## src/rtl/cbc_stream_engine_pkg.sv

```systemverilog
`default_nettype none
// ============================================================================
//  Module      : cbc_stream_engine_pkg
//  Description : Shared constants and helpers for the CBC stream engine.
//                Holds the FSM state encoding, the block width and the
//                pair-swap substitution used by the 4-bit cipher datapath.
//  Revision    : 1.0 - initial release
// ============================================================================
package cbc_stream_engine_pkg;

    localparam int BLK_W = 4;

    // FSM state encoding
    localparam int         ST_W     = 2;
    localparam logic [1:0] ST_IDLE  = 2'd0;
    localparam logic [1:0] ST_RUN   = 2'd1;
    localparam logic [1:0] ST_FLUSH = 2'd2;

    // Substitution S: swap the two bits inside each bit pair -> {b2,b3,b0,b1}.
    // S is an involution, so the same function serves encrypt and decrypt.
    function automatic logic [BLK_W-1:0] pair_swap(input logic [BLK_W-1:0] x);
        return {x[2], x[3], x[0], x[1]};
    endfunction

endpackage
`default_nettype wire

```

## src/rtl/cbc_stream_engine_nibble_core.sv

```systemverilog
`default_nettype none
// ============================================================================
//  Module      : cbc_nibble_core
//  Description : Combinational single-block CBC step. Produces the result
//                block and the chaining value for the following block.
//                Encrypt: c = S(p ^ chain ^ key), next chain = c.
//                Decrypt: p = S(c) ^ key ^ chain, next chain = c.
//  Revision    : 1.0 - initial release
// ============================================================================
module cbc_nibble_core
    import cbc_stream_engine_pkg::*;
(
    input  logic             i_mode,
    input  logic [BLK_W-1:0] i_key,
    input  logic [BLK_W-1:0] i_chain,
    input  logic [BLK_W-1:0] i_data,
    output logic [BLK_W-1:0] o_result,
    output logic [BLK_W-1:0] o_next_chain
);

    logic [BLK_W-1:0] w_enc;
    logic [BLK_W-1:0] w_dec;

    assign w_enc = pair_swap(i_data ^ i_chain ^ i_key);
    assign w_dec = pair_swap(i_data) ^ i_key ^ i_chain;

    // Select direction; the chain always follows the ciphertext side
    always_comb begin
        o_result     = i_mode ? w_dec  : w_enc;
        o_next_chain = i_mode ? i_data : w_enc;
    end

endmodule
`default_nettype wire

```

## src/rtl/cbc_stream_engine.sv

```systemverilog
`default_nettype none
// ============================================================================
//  Module      : cbc_stream_engine
//  Description : Sequential CBC front end for the 4-bit block cipher. Accepts
//                a valid/ready block stream, chains each block with the
//                previous ciphertext (IV first) and emits one registered
//                result per cycle with full-throughput backpressure.
//                Optional feature macro: CBC_MAC_EN (adds mac_valid / mac,
//                the final chaining value reported at end of message).
//  Revision    : 1.0 - initial release
// ============================================================================
module cbc_stream_engine
    import cbc_stream_engine_pkg::*;
#(
    parameter int CNT_W = 16
) (
    input  logic             clk,
    input  logic             rst,
    input  logic             start,
    input  logic             mode,
    input  logic [BLK_W-1:0] k,
    input  logic [BLK_W-1:0] iv,
    input  logic             in_valid,
    output logic             in_ready,
    input  logic [BLK_W-1:0] in_data,
    input  logic             in_last,
    output logic             out_valid,
    input  logic             out_ready,
    output logic [BLK_W-1:0] out_data,
    output logic             out_last,
    output logic             busy,
    output logic [CNT_W-1:0] blk_cnt
`ifdef CBC_MAC_EN
    ,
    output logic             mac_valid,
    output logic [BLK_W-1:0] mac
`endif
);

    logic [ST_W-1:0]  r_state;
    logic [ST_W-1:0]  w_state_nxt;
    logic [BLK_W-1:0] r_chain;
    logic [BLK_W-1:0] r_key;
    logic             r_mode;
    logic             r_out_valid;
    logic [BLK_W-1:0] r_out_data;
    logic             r_out_last;
    logic [CNT_W-1:0] r_blk_cnt;

    logic             w_in_ready;
    logic             w_accept;
    logic             w_out_hs;
    logic             w_start_ok;
    logic [BLK_W-1:0] w_result;
    logic [BLK_W-1:0] w_next_chain;

    assign w_accept   = in_valid && w_in_ready;
    assign w_out_hs   = r_out_valid && out_ready;
    assign w_start_ok = (r_state == ST_IDLE) && start;

    cbc_nibble_core u_core (
        .i_mode       (r_mode),
        .i_key        (r_key),
        .i_chain      (r_chain),
        .i_data       (in_data),
        .o_result     (w_result),
        .o_next_chain (w_next_chain)
    );

    // FSM state register
    always_ff @(posedge clk or posedge rst) begin
        if (rst) begin
            r_state <= ST_IDLE;
        end else begin
            r_state <= w_state_nxt;
        end
    end

    // FSM next-state: the final block moves to FLUSH, its handshake ends the message
    always_comb begin
        w_state_nxt = r_state;
        case (r_state)
            ST_IDLE:  if (start)                 w_state_nxt = ST_RUN;
            ST_RUN:   if (w_accept && in_last)   w_state_nxt = ST_FLUSH;
            ST_FLUSH: if (w_out_hs)              w_state_nxt = ST_IDLE;
            default:                             w_state_nxt = ST_IDLE;
        endcase
    end

    // FSM outputs: a block can enter whenever the output slot is free or draining
    always_comb begin
        w_in_ready = (r_state == ST_RUN) && (!r_out_valid || out_ready);
        busy       = (r_state != ST_IDLE);
    end

    // Message context: key/mode/IV latched on start, chain advances per accepted block
    always_ff @(posedge clk or posedge rst) begin
        if (rst) begin
            r_chain <= '0;
            r_key   <= '0;
            r_mode  <= 1'b0;
        end else if (w_start_ok) begin
            r_chain <= iv;
            r_key   <= k;
            r_mode  <= mode;
        end else if (w_accept) begin
            r_chain <= w_next_chain;
        end
    end

    // Output register: load on accept, hold under backpressure, drop after handshake
    always_ff @(posedge clk or posedge rst) begin
        if (rst) begin
            r_out_valid <= 1'b0;
            r_out_data  <= '0;
            r_out_last  <= 1'b0;
        end else if (w_accept) begin
            r_out_valid <= 1'b1;
            r_out_data  <= w_result;
            r_out_last  <= in_last;
        end else if (w_out_hs) begin
            r_out_valid <= 1'b0;
        end
    end

    // Saturating count of blocks accepted since the last start
    always_ff @(posedge clk or posedge rst) begin
        if (rst) begin
            r_blk_cnt <= '0;
        end else if (w_start_ok) begin
            r_blk_cnt <= '0;
        end else if (w_accept && (r_blk_cnt != {CNT_W{1'b1}})) begin
            r_blk_cnt <= r_blk_cnt + {{(CNT_W-1){1'b0}}, 1'b1};
        end
    end

`ifdef CBC_MAC_EN
    logic             r_mac_valid;
    logic [BLK_W-1:0] r_mac;

    // End-of-message MAC: final chaining value, flagged for one cycle
    always_ff @(posedge clk or posedge rst) begin
        if (rst) begin
            r_mac_valid <= 1'b0;
            r_mac       <= '0;
        end else begin
            r_mac_valid <= 1'b0;
            if ((r_state == ST_FLUSH) && w_out_hs) begin
                r_mac_valid <= 1'b1;
                r_mac       <= r_chain;
            end
        end
    end

    assign mac_valid = r_mac_valid;
    assign mac       = r_mac;
`endif

    assign in_ready  = w_in_ready;
    assign out_valid = r_out_valid;
    assign out_data  = r_out_data;
    assign out_last  = r_out_last;
    assign blk_cnt   = r_blk_cnt;

endmodule
`default_nettype wire

```

## config.mk

```make
export PLATFORM = sky130hd
export DESIGN_NAME = cbc_stream_engine
export DESIGN_NICKNAME = d
export VERILOG_FILES = /design/src/rtl/cbc_stream_engine_pkg.sv /design/src/rtl/cbc_stream_engine_nibble_core.sv /design/src/rtl/cbc_stream_engine.sv
export SDC_FILE = /design/constraint.sdc
export NUM_CORES = 1
export LEC_CHECK = 0
export BUFFER_PORTS_ARGS = -buffer_cell sky130_fd_sc_hd__buf_2
export CAP_MARGIN = 20
export CORE_UTILIZATION = 48
export CTS_CLUSTER_DIAMETER = 150
export DETAILED_ROUTE_END_ITERATION = 12
export PLACE_DENSITY = 0.8
export SYNTH_ARGS = -nofsm -noshare
export SYNTH_HDL_FRONTEND = slang
export SYNTH_SLANG_ARGS = --single-unit
```

## constraint.sdc

```tcl
create_clock -name clk -period 1.54 [get_ports clk]
set_clock_uncertainty 0.05 [all_clocks]
set_input_delay 0.231 -clock clk [delete_from_list [all_inputs] [get_ports clk]]
set_output_delay 0.231 -clock clk [all_outputs]
set_load 0.005 [all_outputs]
```

==> results.yml, run 1 <==
critical_path:
  cp_slowest_cell: "or4_1"
  start_kind: "flip-flop"
  endpoint_kind: "flip-flop"
  required_ps: 1710
  worstSetupPathType: "flip-flop to flip-flop"
  crit_fanout: 4
  max_stage_delay_ps: 440
  r2r_cells: 6
  worstPathArrival_ps: 1900
  worstPathCellList: "buf_6, and3_2, o31ai_2, buf_4, or4_1, a21oi_2"
floorplan:
  initial_core_util_pct: 50.44
  die_x_um: 64.49
  die_area_um2: 4159
  rows: 22
  ioPinCount: 43
  core_um2: 3716
  die_h_um: 64.49
route:
  dr.first_iter.drc_count: 138
  vias: 1841
  wl_per_cell_um: 16.86
  drt_pass1_iterations: 4
  drtAntennaViolNets: 0
  viasPerCell: 5.630
  wirelength_mm: 5.514
  drc: 0
clock_tree:
  clockBufferDepth: 2
  clkTransAtPathRegs_ps: 70
  cts_tree: "done"
  h-tree-depth: 2
  clock_latency_ps: 290
  clock-root-buffer: "clkbuf_8"
  clock-sinks: 33
  cts_buffers: 5
yosys:
  synth_compound_area_share_pct: 15.49
  syn_avg_cell_area_um2: 9.970
  synth_edf_count: 0
  synthXorXnorAreaFrac_pct: 5.607
  muxShareOfSynthArea_pct: 4.272
  synthArstFlopShare_pct: 100.0
  synth_seq_area_share_pct: 44.06
  yosys_most_used_dff: "dfrtp_1"
  ys.warnings.count: 0
  synthCells: 188
  synth-simple-area-share_pct: 26.50
  synth_top_family_by_area: "simple AND/OR/NAND/NOR gates"
  synthAdderAreaFrac_pct: 0.6676
  synth.cell_area_um2: 1874
  synthesis.nets: 208
  synthDistinctLibCells: 39
  synth_seq_cells: 33
sta:
  setup_tns_ps: -1409
  relSlewSlack_pct: 71.75
  setup_viol: 13
  finalCritPeriodShare_pct: 112.1
  tightest_slew_ps: 423.8
  slew_violations: 0
  rsz0062_at_grt: "yes"
  post-route-min-period_ps: 1727
  clock.fmax_mhz: 579.2
  hold_viol: 0
  setup_slack_ps: -186.5
final_layout:
  synthToLayoutAreaGrowth_pct: 47.60
  layout.nets: 298
  fin_util_pct: 74.44
  drive_gt1_share_pct: 48.75
  n_antenna_cell: 0
  instances_no_fill: 327
placement:
  io_buffers: 42
  dp_hpwl_mm: 3.405
  gp_congestion: 0.8113
  place_inst: 314
pwr:
  vdd_drop_max_v: 0.0007788
  total_leakage_power_nw: 1.353
  pwr_density_cell_nw_per_um2: 1516
  power.total_mw: 4.194
run_status:
  outcome: "finished with violations"
  violations: "negative setup slack"
global_routing:
  grt_first_pass_wirelength_mm: 8.314
  grt_pass1_vias: 1714
  grt_use_total_pct: 26.50
  antenna_found_initial: 0
  grt_max_degree: 34
  overflow: 0
min_path:
  worstHoldPathCells: 3
  worstHoldPathType: "input port to flip-flop"
flow_run:
  max_cap_violations: 0
[per-layer routing]
layer | up-vias | track usage (%) | wire, µm
met1 | 889 | 33.87 | 2317
met5 | - | 0 | 0
met2 | 66 | 43.82 | 2778
met4 | 0 | 13.06 | 180
met3 | 17 | 3.873 | 238
li1 | 869 | - | -
[cell usage after synthesis (2+ instances only)]
cell type,number,area [µm²]
or4_1,6,45.04
o221a_2,4,45.04
nand4_4,3,63.81
o31ai_1,9,67.56
and3_2,2,15.01
mux2i_1,8,80.08
nand3_1,4,20.02
xnor2_1,4,35.03
nand2b_1,4,25.02
nand4_1,3,18.77
inv_1,6,22.52
a21oi_1,7,35.03
o21ai_0,6,30.03
a211oi_1,2,15.01
nor2_1,3,11.26
nor4_1,5,31.28
o211ai_1,7,52.55
dfrtp_1,33,825.8
clkbuf_1,5,18.77
xor2_1,8,70.07
nand2_1,40,150.1
buf_6,2,22.52
[cell families after synthesis]
| group | after synthesis |
|---|---|
| buffers and inverters | 13 |
| multiplexers | 8 |
| XOR/XNOR | 12 |
| adder cells (fa/ha/maj) | 1 |
| AO/OA/AOI/OAI | 39 |
| AND/OR/NAND/NOR | 82 |
| flip-flops | 33 |
[area by class of cell]
class / instances / area (µm²)
Fill cell: 232 / 949.7
Timing Repair Buffer: 90 / 590.6
Tap cell: 48 / 60.06
Clock buffer: 5 / 68.82
Inverter: 6 / 22.52
Sequential cell: 33 / 828.3
Multi-Input combinational cell: 142 / 1131
Clock inverter: 3 / 65.06
[flip-flops by register name, summed over array words and instances (netlist names)]
signal	flops
r_key	4
r_mode	1
out_valid	1
r_state	2
out_data	4
blk_cnt	16
out_last	1
r_chain	4
[layout by cell type, fill, tap and decap left out, types with 6 or more instances in the layout]
master / n
o211ai_1: 7
xor2_1: 8
nand2_1: 38
buf_2: 41
buf_4: 44
mux2i_1: 8
inv_1: 6
o31ai_1: 8
dfrtp_1: 31
[final timing paths]
check	from	endpoint	slack, ps
min in group asynchronous	rst	out_last	510
min	mode	r_mode	80
max reg2reg	blk_cnt[0]	blk_cnt[9]	-190
max in group asynchronous	rst	blk_cnt[10]	590
max	blk_cnt[0]	blk_cnt[9]	-190
min reg2reg	out_last	out_last	430
[per-stage QoR]
step	setup WS (ps)	area, µm²	hold WS, ps
2_1_floorplan	-2.751	1896	271.1
3_3_place_gp	-86.47	2447	290.0
3_5_place_dp	-142.8	2447	289.9
4_1_cts	-156.7	2645	72.82
5_1_grt	-251.5	2766	93.65
6_report	-186.5	2766	83.54
[report_power, final]
part           switching [mW]  total [mW]  leakage [nW]  internal (mW)
registers               0.218        1.34         0.423           1.12
logic                   0.953        1.88         0.862          0.930
clock network           0.331       0.974        0.0681          0.643
[worst max-delay path, delay by kind of cell, from the launching register on]
family	cells	cell delay, ps
flops	1	420
compound gates	2	240
simple gates	2	660
buf+inv	2	290
[what timing repair did]
item	4_1_cts	5_1_grt
endpoints found under the setup margin	14	26
endpoints found under the hold margin	33	0
buffers inserted	4	2
pin swaps	6	8
gates resized for setup	6	26
hold buffers	1	0
Note: power is estimated with default switching activity, not from simulation.
==> run 2, diff against run 1 <==
--- a/config.mk
+++ b/config.mk
@@ -11,6 +11,7 @@
 export CTS_CLUSTER_DIAMETER = 150
 export DETAILED_ROUTE_END_ITERATION = 12
 export PLACE_DENSITY = 0.8
+export REMOVE_ABC_BUFFERS = 1
 export SYNTH_ARGS = -nofsm -noshare
 export SYNTH_HDL_FRONTEND = slang
 export SYNTH_SLANG_ARGS = --single-unit
==> results.yml, run 2 (synthesis gave the netlist of run 1 again) <==
sta:
  hold_viol: 0
  post-route-min-period_ps: 1759
  setup_tns_ps: -1701
  clock.fmax_mhz: 568.4
  setup_slack_ps: -219.3
  slew_violations: 0
  setup_viol: 17
  tightest_slew_ps: 488.3
  rsz0062_at_grt: "yes"
  relSlewSlack_pct: 67.45
  finalCritPeriodShare_pct: 114.2
placement:
  place_inst: 314
  io_buffers: 42
  gp_congestion: 0.8210
  dp_hpwl_mm: 3.404
critical_path:
  crit_fanout: 4
  critPathTopFamily: "simple AND/OR/NAND/NOR gates"
  crit_buf_inv: 1
  worstSetupPathType: "flip-flop to flip-flop"
  worstPathCellList: "ha_4, nand4_4, nor4_4, buf_4, or4_1, a21oi_1"
  max_stage_delay_ps: 530
  worstPathArrival_ps: 1920
  start_kind: "flip-flop"
  required_ps: 1700
  endpoint_kind: "flip-flop"
  cp_slowest_cell: "or4_1"
final_layout:
  layout_common_cells: "buf_4, buf_2, nand2_1"
  final_common_cell: "buf_4"
  drive_gt1_share_pct: 52.94
  largest_register_ff_count: 16
  layout.nets: 308
  fin_util_pct: 78.45
  n_antenna_cell: 0
  instances_no_fill: 337
  synthToLayoutAreaGrowth_pct: 55.54
global_routing:
  grt_max_degree: 14
  overflow: 0
  grt_first_pass_wirelength_mm: 8.273
  grt_use_total_pct: 26.19
  use_met1_pct: 34.47
  met2_usage_pct: 43.55
  antenna_found_initial: 0
  busiest_layer: "met2"
  use_met3_pct: 4.049
  grt_pass1_vias: 1787
pwr:
  total_leakage_power_nw: 1.403
  vdd_drop_max_v: 0.001265
  pwr_density_cell_nw_per_um2: 1490
  power.total_mw: 4.343
min_path:
  worstHoldPathType: "input port to flip-flop"
run_status:
  violations: "negative setup slack"
  outcome: "finished with violations"
floorplan:
  rows: 22
  core_um2: 3716
  die_h_um: 64.49
  ioPinCount: 43
  die_area_um2: 4159
  initial_core_util_pct: 50.44
  die_x_um: 64.49
clock_tree:
  clock-root-buffer: "clkbuf_8"
  clock_latency_ps: 290
  clock-sinks: 33
  cts_buffers: 5
  clkTransAtPathRegs_ps: 70
  cts_tree: "done"
  h-tree-depth: 2
  clockBufferDepth: 2
route:
  drtAntennaViolNets: 0
  drt_pass1_iterations: 5
  wirelength_mm: 6.491
  drc: 0
  wl_per_cell_um: 19.26
  vias: 2059
  dr.first_iter.drc_count: 204
  viasPerCell: 6.110
flow_run:
  max_cap_violations: 0
==> run 2: final timing paths <==
check | startpoint | endpoint | slack, ps | depth (start not counted)
worst min-delay path | k[2] | r_key[2] | 80 | 3
worst max-delay path | blk_cnt[0] | blk_cnt[8] | -220 | 6
worst max register to register | blk_cnt[0] | blk_cnt[8] | -220 | 6
max in group asynchronous | rst | blk_cnt[6] | 430 | 4
worst min register to register | out_last | out_last | 440 | 2
min in group asynchronous | rst | r_state[0] | 470 | 3
==> run 2: layer usage <==
metal	vias up	share of wire, %	wire length, µm
li1	894	-	-
met1	999	40	2569
met2	131	49	3208
met3	35	6.8	444
met4	0	4.1	267
met5	-	0	0
==> run 2: per-stage QoR <==
step / setup WS (ps) / area [µm²] / hold slack, ps
floorplan: -188.6 / 1833 / 271.1
global placement: -72.76 / 2426 / 170.1
detailed placement: -152.3 / 2426 / 174.4
CTS: -139.8 / 2658 / 93.87
global route: -261.3 / 2915 / 88.59
finish: -219.3 / 2915 / 77.29
==> run 2: tightest hold or removal path, stage by stage <==
cell	delay, ps
buf_2	70
nand2_1	40
nand2_1	50
==> run 2: layout make-up <==
class                   instances  area [µm²]
clock inverters                 1       5.005
clock buffers                   7       96.34
well taps                      48       60.06
fillers                       226       800.8
flip-flops and latches         33       825.8
repair buffers                 99       684.4
inverters                       6       22.52
multi-input cells             143        1221
==> run 2: what timing repair did <==
| action | CTS | global route |
|---|---|---|
| pin swaps | 13 | 18 |
| gates cloned | 0 | 1 |
| endpoints found under the setup margin | 17 | 28 |
| hold buffers | 1 | 0 |
| buffers inserted | 3 | 11 |
| endpoints found under the hold margin | 8 | 0 |
| resized for setup | 17 | 38 |
==> run 2: power breakdown <==
part	leakage (nW)	internal, mW	switching, mW
Combinational	0.923	1.09	1.13
Sequential	0.427	1.12	0.265
Clock	0.0542	0.404	0.331
==> run 3, diff against run 2 <==
--- a/config.mk
+++ b/config.mk
@@ -7,11 +7,12 @@
 export LEC_CHECK = 0
 export BUFFER_PORTS_ARGS = -buffer_cell sky130_fd_sc_hd__buf_2
 export CAP_MARGIN = 20
-export CORE_UTILIZATION = 48
+export CORE_UTILIZATION = 35
 export CTS_CLUSTER_DIAMETER = 150
 export DETAILED_ROUTE_END_ITERATION = 12
-export PLACE_DENSITY = 0.8
+export PLACE_DENSITY = 0.61
 export REMOVE_ABC_BUFFERS = 1
+export SKIP_LAST_GASP = 1
 export SYNTH_ARGS = -nofsm -noshare
 export SYNTH_HDL_FRONTEND = slang
 export SYNTH_SLANG_ARGS = --single-unit
==> constraint.sdc (replaced) <==
create_clock -name clk -period 1.7 [get_ports clk]
set_clock_uncertainty 0.05 [all_clocks]
set_input_delay 0.255 -clock clk [delete_from_list [all_inputs] [get_ports clk]]
set_output_delay 0.255 -clock clk [all_outputs]
set_load 0.005 [all_outputs]
==> results.yml, run 3 (synthesis gave the netlist of run 1 again) <==
critical_path:
  startpoint: "blk_cnt[0]"
  start_kind: "flip-flop"
  crit_fanout: 7
  worstPathArrival_ps: 1850
  r2r_cells: 6
  required_ps: 1870
  endpoint_kind: "flip-flop"
  regToRegSetupSlack_ps: 20
  r2r_end: "blk_cnt[4]"
  r2r-start: "blk_cnt[0]"
  worstSetupPathType: "flip-flop to flip-flop"
placement:
  place_inst: 321
  io_buffers: 42
  gp_congestion: 0.7860
  dpl-instance-area_um2: 2341
  dp_hpwl_mm: 3.233
final_layout:
  drive_gt1_share_pct: 40.00
  finalInstanceArea_um2: 2477
  final_common_cell: "buf_2"
  layout_common_cells: "buf_2, nand2_1, dfrtp_1"
  fillCellCount: 522
  synthToLayoutAreaGrowth_pct: 32.18
  n_antenna_cell: 0
  layout.nets: 279
  instances_no_fill: 330
  largest_register_ff_count: 16
route:
  wirelength_mm: 4.419
  drtAntennaViolNets: 0
  vias: 1692
  dr.first_iter.drc_count: 84
  drc: 0
  wl_per_cell_um: 13.39
  viasPerCell: 5.127
  drt_pass1_iterations: 4
pwr:
  pwr_density_cell_nw_per_um2: 1286
  vdd_drop_max_v: 0.0007814
  total_leakage_power_nw: 1.183
  power.total_mw: 3.186
sta:
  finalCritPeriodShare_pct: 98.86
  clock.fmax_mhz: 595.0
  rsz0062_at_grt: "yes"
  relSlewSlack_pct: 68.94
  setup_viol: 0
  post-route-min-period_ps: 1681
  slew_violations: 0
  tightest_slew_ps: 465.9
  setup_tns_ps: 0
  whs_ps: -2.330
  hold_viol: 10
global_routing:
  grt_use_total_pct: 17.01
  overflow: 0
  grt_max_degree: 34
  grt_pass1_vias: 1513
  grt_first_pass_wirelength_mm: 7.100
  antenna_found_initial: 0
run_status:
  outcome: "finished with violations"
  violations: "negative hold slack"
clock_tree:
  clock-sinks: 33
  clkTransAtPathRegs_ps: 80
  clock_latency_ps: 290
  ctsHoldBuffers: 0
  h-tree-depth: 2
  cts_tree: "done"
  clock-root-buffer: "clkbuf_8"
  cts_buffers: 5
  clockBufferDepth: 2
floorplan:
  initial_core_util_pct: 36.47
  core_um2: 5140
  die_x_um: 75.18
  rows: 26
  die_area_um2: 5652
  ioPinCount: 43
  die_h_um: 75.18
min_path:
  worstHoldPathType: "input port to async pin"
flow_run:
  max_cap_violations: 0
==> run 3: layout make-up <==
class / instances / area (µm²) / share of cell area [%]
flip-flops and latches: 33 / 825.8 / 33.33
clock buffers: 6 / 72.57 / 2.929
multi-input cells: 142 / 1031 / 41.62
repair buffers: 71 / 427.9 / 17.27
inverters: 6 / 22.52 / 0.9091
clock inverters: 2 / 10.01 / 0.4040
well taps: 70 / 87.58 / 3.535
==> run 3: worst max-delay path by stage <==
stage | slack (ps) | end
2_1_floorplan | -30 | blk_cnt[2]
3_3_place_gp | -20 | blk_cnt[4]
3_5_place_dp | -60 | blk_cnt[4]
4_1_cts | 8 | blk_cnt[4]
5_1_grt | -50 | blk_cnt[11]
6_report | 20 | blk_cnt[4]
==> run 3: critical path: stages, from the launching register on <==
cell and delay, ps:
dfrtp_1 410, ha_4 190, nand4_4 80, nor4_4 40, buf_4 160, or4_1 520, a21oi_2 150
==> run 3: routing by layer <==
| metal | global-route usage, % | vias to the layer above | wire length, µm |
|---|---|---|---|
| met3 | 4.284 | 5 | 183 |
| met1 | 24.58 | 809 | 2175 |
| met5 | 0 | - | 0 |
| li1 | - | 845 | - |
| met4 | 5.761 | 0 | 45 |
| met2 | 24.72 | 33 | 2014 |
==> run 3: timing repair <==
action                                  CTS  global route
setup buffers                             0             1
endpoints found under the setup margin    8            10
cloned                                    0             0
pin swaps                                 1             3
resized for setup                         2             7
==> run 3: power breakdown <==
part | total [mW] | leakage [nW] | internal, mW | switching [mW]
logic | 1.38 | 0.711 | 0.676 | 0.709
clock network | 0.592 | 0.0450 | 0.284 | 0.308
registers | 1.21 | 0.427 | 1.01 | 0.195
==> run 3: stage by stage <==
stage	worst slack (ps)	utilization (%)	hold slack [ps]
after floorplan	-28.65	-	295.1
after global placement	-22.19	45.55	321.6
after detailed placement	-57.26	45.55	330.5
after CTS	7.819	47.37	17.79
after global routing	-50.70	48.20	48.96
final	19.43	48.20	-2.330
